[src/rtl/ucode_pkg.sv]
// Shared microcode definitions: control-word fields, sequencer states
// and fixed micro-addresses used by the sequencer, microcode ROM and datapath.
package ucode_pkg;

  localparam int CW_W       = 65;
  localparam int CW_NEXT_LO = 0;
  localparam int CW_NEXT_HI = 8;
  localparam int CW_END     = 9;
  localparam int CW_MEM     = 10;
  localparam int CW_MEMWE   = 11;
  localparam int CW_HALT    = 12;

  localparam logic [8:0] IRQ_UADDR_DEF = 9'h1B0;
  localparam logic [7:0] CB_PREFIX     = 8'hCB;

  typedef enum logic [1:0] {
    ST_FETCH    = 2'd0,
    ST_FETCH_CB = 2'd1,
    ST_EXEC     = 2'd2,
    ST_HALT     = 2'd3
  } seq_state_e;

endpackage

[src/rtl/ucode_sequencer.sv]
// Micro-sequencer: opcode fetch/dispatch, microinstruction chaining,
// memory micro-op stalls, HALT and interrupt entry at instruction boundaries.
module ucode_sequencer
  import ucode_pkg::*;
#(
  parameter logic [8:0] IRQ_UADDR = IRQ_UADDR_DEF
) (
  input  logic            clk,
  input  logic            rst_n,
  output logic [8:0]      uaddr,
  input  logic [CW_W-1:0] ctrl,
  output logic            exec_en,
  output logic            fetch_req,
  output logic            mem_req,
  output logic            mem_we,
  input  logic            mem_ack,
  input  logic [7:0]      mem_rdata,
  output logic            pc_inc,
  input  logic            irq_pending,
  input  logic            ime,
  output logic            irq_taken,
  output logic            halted,
  output logic            instr_done
);

  seq_state_e state_q, state_d;
  logic [8:0] uaddr_q, uaddr_d;
  logic       commit;

  logic unused_ctrl;
  assign unused_ctrl = ^ctrl[CW_W-1:CW_HALT+1];

  always_ff @(posedge clk) begin
    if (!rst_n) begin
      state_q <= ST_FETCH;
      uaddr_q <= 9'h000;
    end else begin
      state_q <= state_d;
      uaddr_q <= uaddr_d;
    end
  end

  always_comb begin
    state_d    = state_q;
    uaddr_d    = uaddr_q;
    commit     = 1'b0;
    exec_en    = 1'b0;
    fetch_req  = 1'b0;
    mem_req    = 1'b0;
    mem_we     = 1'b0;
    pc_inc     = 1'b0;
    irq_taken  = 1'b0;
    halted     = 1'b0;
    instr_done = 1'b0;

    unique case (state_q)
      ST_FETCH: begin
        fetch_req = 1'b1;
        if (mem_ack) begin
          pc_inc = 1'b1;
          if (mem_rdata != CB_PREFIX) begin
            uaddr_d = {1'b0, mem_rdata};
            state_d = ST_EXEC;
          end else begin
            state_d = ST_FETCH_CB;
          end
        end
      end
      ST_FETCH_CB: begin
        fetch_req = 1'b1;
        if (mem_ack) begin
          pc_inc  = 1'b1;
          uaddr_d = {1'b1, mem_rdata};
          state_d = ST_EXEC;
        end
      end
      ST_EXEC: begin
        if (ctrl[CW_MEM]) begin
          mem_req = 1'b1;
          mem_we  = ctrl[CW_MEMWE];
          commit  = mem_ack;
        end else begin
          commit  = 1'b1;
        end
        exec_en = commit;
        if (commit) begin
          if (!ctrl[CW_END]) begin
            uaddr_d = ctrl[CW_NEXT_HI:CW_NEXT_LO];
          end else begin
            instr_done = 1'b1;
            if (ctrl[CW_HALT]) begin
              state_d = ST_HALT;
            end else if (irq_pending && ime) begin
              uaddr_d   = IRQ_UADDR;
              irq_taken = 1'b1;
            end else begin
              state_d = ST_FETCH;
            end
          end
        end
      end
      ST_HALT: begin
        halted = 1'b1;
        if (irq_pending) begin
          if (ime) begin
            uaddr_d   = IRQ_UADDR;
            irq_taken = 1'b1;
            state_d   = ST_EXEC;
          end else begin
            state_d = ST_FETCH;
          end
        end
      end
      default: state_d = ST_FETCH;
    endcase

    // Outputs stay quiet for the whole reset cycle, not just after the edge.
    if (!rst_n) begin
      exec_en    = 1'b0;
      fetch_req  = 1'b0;
      mem_req    = 1'b0;
      mem_we     = 1'b0;
      pc_inc     = 1'b0;
      irq_taken  = 1'b0;
      halted     = 1'b0;
      instr_done = 1'b0;
    end
  end

  assign uaddr = uaddr_q;

endmodule
[config.mk]
export PLATFORM = sky130hd
export DESIGN_NAME = ucode_sequencer
export DESIGN_NICKNAME = d
export VERILOG_FILES = /design/src/rtl/ucode_pkg.sv /design/src/rtl/ucode_sequencer.sv
export SDC_FILE = /design/constraint.sdc
export NUM_CORES = 1
export LEC_CHECK = 0
export ABC_AREA = 1
export BUFFER_PORTS_ARGS = -buffer_cell sky130_fd_sc_hd__buf_2
export CORE_ASPECT_RATIO = 1.2
export CORE_UTILIZATION = 30
export CTS_BUF_LIST = sky130_fd_sc_hd__clkbuf_16
export DETAILED_ROUTE_END_ITERATION = 10
export PLACE_DENSITY = 0.74
export SLEW_MARGIN = 20
export SYNTH_ARGS = -nofsm -noshare
export SYNTH_HDL_FRONTEND = slang
export SYNTH_SLANG_ARGS = --single-unit
export TNS_END_PERCENT = 1
[constraint.sdc]
create_clock -name clk -period 1.1 [get_ports clk]
set_input_delay 0.11 -clock clk [delete_from_list [all_inputs] [get_ports clk]]
set_output_delay 0.11 -clock clk [all_outputs]
set_load 0.03 [all_outputs]
==> results.py <==
metrics = {
    "placed_design": {
        "pre_cts_slack_ns": -0.180,
        "hpwl_um": 1890,
        "numPortBuffers": 42,
        "place.gp.congestion": 0.853,
        "place_inst": 235,
    },
    "critical_path": {
        "critPathCaptureType": "output pin",
        "criticalPathCategory": "reg2out",
        "reg2reg_from": "state_q[1]$_SDFFE_PN0P_",
        "cp_data_required_time_ns": 0.99,
        "crit_path_cell_trace": "buf_6 > nand2_4 > a21oi_4 > nand3_2 > a21oi_4 > buf_6",
        "cpMaxStageDelayCell": "dfxtp_2",
        "slowest_delay_ns": 0.34,
        "setup.worst_path.start": "state_q[1]$_SDFFE_PN0P_",
        "cp_max_fo": 7,
        "startpoint_type": "flip-flop",
        "critPathCapture": "irq_taken",
        "worstRegToRegCells": 8,
        "regToRegEndpoint": "uaddr[3]$_SDFFE_PN0P_",
        "cp.arrival_ns": 1.28,
        "reg2reg_slack_ns": -0.24,
    },
    "synth": {
        "synth.most_common_cell": "nor2_1",
        "yosysWarnings": 0,
        "synth_top_flop_cell": "dfxtp_1",
        "synth_commonest_cells": "nor2_1, nand2_1, inv_1, dfxtp_1, nand4_1",
        "syn_area_um2": 840,
        "synth_top_cell_area_share": 0.262,
        "synth-edff-count": 0,
        "ys_async_sr_fraction": 0,
        "synth_area_leaders": "dfxtp_1, nor2_1, nand2_1, nand4_1, inv_1",
        "netlist_instances": 149,
        "seq_area_frac_synth": 0.262,
        "ys_ff_latch": 11,
        "synth_area_per_cell_um2": 5.63,
        "yosys.area.top_type": "dfxtp_1",
        "yosysUniqueCellTypes": 19,
        "syn_nets": 227,
    },
    "global_route": {
        "grt_max_degree": 11,
        "grt_pass1_vias": 1015,
        "grt_pass1_wl_um": 4130,
        "antenna_found_initial": 0,
        "grtUsageTotal": 0.180,
        "grt_overflow": 0,
    },
    "timing": {
        "grt_setup_unrepaired": "yes",
        "fmax_ghz": 0.722,
        "final.setup_skew_ns": 0.00243,
        "setup_ws_ns": -0.286,
        "tightestPinTransition_ns": 0.282,
        "hold_viol": 0,
        "setup_viol": 18,
        "whs_ns": 0.258,
        "fin_crit_ns": 1.39,
        "slew_violations": 0,
        "layout_worst_path_cycle_share": 1.26,
        "slew_headroom": 0.812,
    },
    "detailed_routing": {
        "met3_length_um": 163,
        "wire_per_inst_um": 10.8,
        "drt_iter0_drc": 27,
        "drc": 0,
        "wl_met2_um": 1320,
        "antenna_left": 0,
        "first_pass_iters": 4,
        "wirelength_um": 2600,
        "vias_per_cell": 4.65,
        "num_vias": 1116,
        "top_layer": "met4",
        "met1_length_um": 1100,
    },
    "power": {
        "cellPowerDensity_nw_per_um2": 1180,
        "p_leak_nw": 0.740,
        "ir_drop_mv": 0.750,
    },
    "floorplan": {
        "core_region_area_um2": 2600,
        "boundaryPins": 95,
        "initial_core_util": 0.323,
        "fp.dieW_um": 50.3,
        "rows": 20,
        "die_h_um": 60.0,
        "dieArea_um2": 3010,
    },
    "clock_tree": {
        "clockBufferDepth": 2,
        "worstSkewPairLatency_ns": 0.24,
        "h-tree-depth": 1,
        "cts_sinks": 11,
        "hold_buffers": 0,
        "cts_tree": "yes",
        "cts_made_buffers": 3,
        "root_buffer": "clkbuf_16",
        "path_clk_slew_ns": 0.04,
    },
    "final_layout": {
        "diodes": 0,
        "finish.utilization": 0.556,
        "drive_gt1_frac": 0.435,
        "fill_cells": 273,
        "area_growth_pct": 72.3,
        "instances_no_fill": 240,
        "num-nets-final": 286,
    },
    "job": {
        "drv_cap": 0,
    },
    "outcome": {
        "violations": "negative setup slack",
        "status": "finished, violations left",
    },
    "min_path": {
        "hold_class": "in2reg",
        "min_delay_path_depth": 5,
    },
}
## layout make-up
type | count | area (um^2) | share of cell area
Tap cell | 33 | 41.3 | 0.0285
Multi-Input combinational cell | 117 | 651 | 0.450
Inverter | 16 | 62.6 | 0.0433
Clock inverter | 1 | 3.75 | 0.00260
Sequential cell | 11 | 225 | 0.156
Timing Repair Buffer | 59 | 388 | 0.268
Clock buffer | 3 | 75.1 | 0.0519
## sequential cells by signal, summed over array words and instances (netlist names)
name and flops:
state_q 2, uaddr 9
## where the power goes
group | total [W] | internal (W) | switching (W) | leakage, nW
Sequential | 0.000468 | 0.000444 | 0.0000242 | 0.0924
Clock | 0.000649 | 0.000476 | 0.000172 | 0.0423
Combinational | 0.000593 | 0.000231 | 0.000363 | 0.606
Total | 0.00171 | 0.00115 | 0.000559 | 0.740
## metrics by stage
step | area, um^2 | power [W] | setup TNS, ns
3_3_place_gp | 1260 | 0.00102 | -2.02
3_5_place_dp | 1260 | 0.00102 | -2.27
4_1_cts | 1420 | 0.00170 | -3.10
2_1_floorplan | 922 | 0.000842 | -0.640
6_report | 1450 | 0.00171 | -3.50
5_1_grt | 1450 | 0.00180 | -4.64
## worst min path at each step
stage,startpoint,endpoint,slack [ns]
after floorplan,rst_n,state_q[0]$_SDFFE_PN0P_,0.36
after global placement,uaddr[7]$_SDFFE_PN0P_,uaddr[7]$_SDFFE_PN0P_,0.46
after detailed placement,uaddr[6]$_SDFFE_PN0P_,uaddr[6]$_SDFFE_PN0P_,0.47
after CTS,mem_rdata[4],uaddr[4]$_SDFFE_PN0P_,0.25
after global routing,mem_rdata[7],uaddr[7]$_SDFFE_PN0P_,0.28
final,mem_rdata[4],uaddr[4]$_SDFFE_PN0P_,0.26
## cell usage in the layout, fill, tap and decap left out, drive strengths merged
cell,count
a21oi,4
a31oi,1
buf,59
clkbuf,3
dfxtp,11
inv,17
nand2,36
nand3,8
nand4,10
nor2,50
nor3,2
nor3b,1
o21ai,5
## critical path, delay by kind of cell (launching register included)
family / cells / cell delay (ns)
AOI/OAI and AO/OA: 2 / 0.27
buffers and inverters: 2 / 0.27
DFF: 1 / 0.34
and+or+nand+nor: 2 / 0.16
## per-layer routing
metal	up-vias	global-route usage
li1	591	-
met1	477	0.204
met2	46	0.324
met3	2	0.0280
met4	0	0.0952
met5	-	0
## what timing repair did
item                                    in CTS  in global routing
pin swaps                                    3                  2
resized for setup                           22                  6
endpoints found under the setup margin      19                 19
setup buffers                                1                  0
hold endpoints to repair                     0                  0
## logic make-up after synthesis
logic type	share of synthesized area
simple gates	0.569
buf+inv	0.107
flops	0.262
compound gates	0.0611
(Power assumes the default switching activity.)
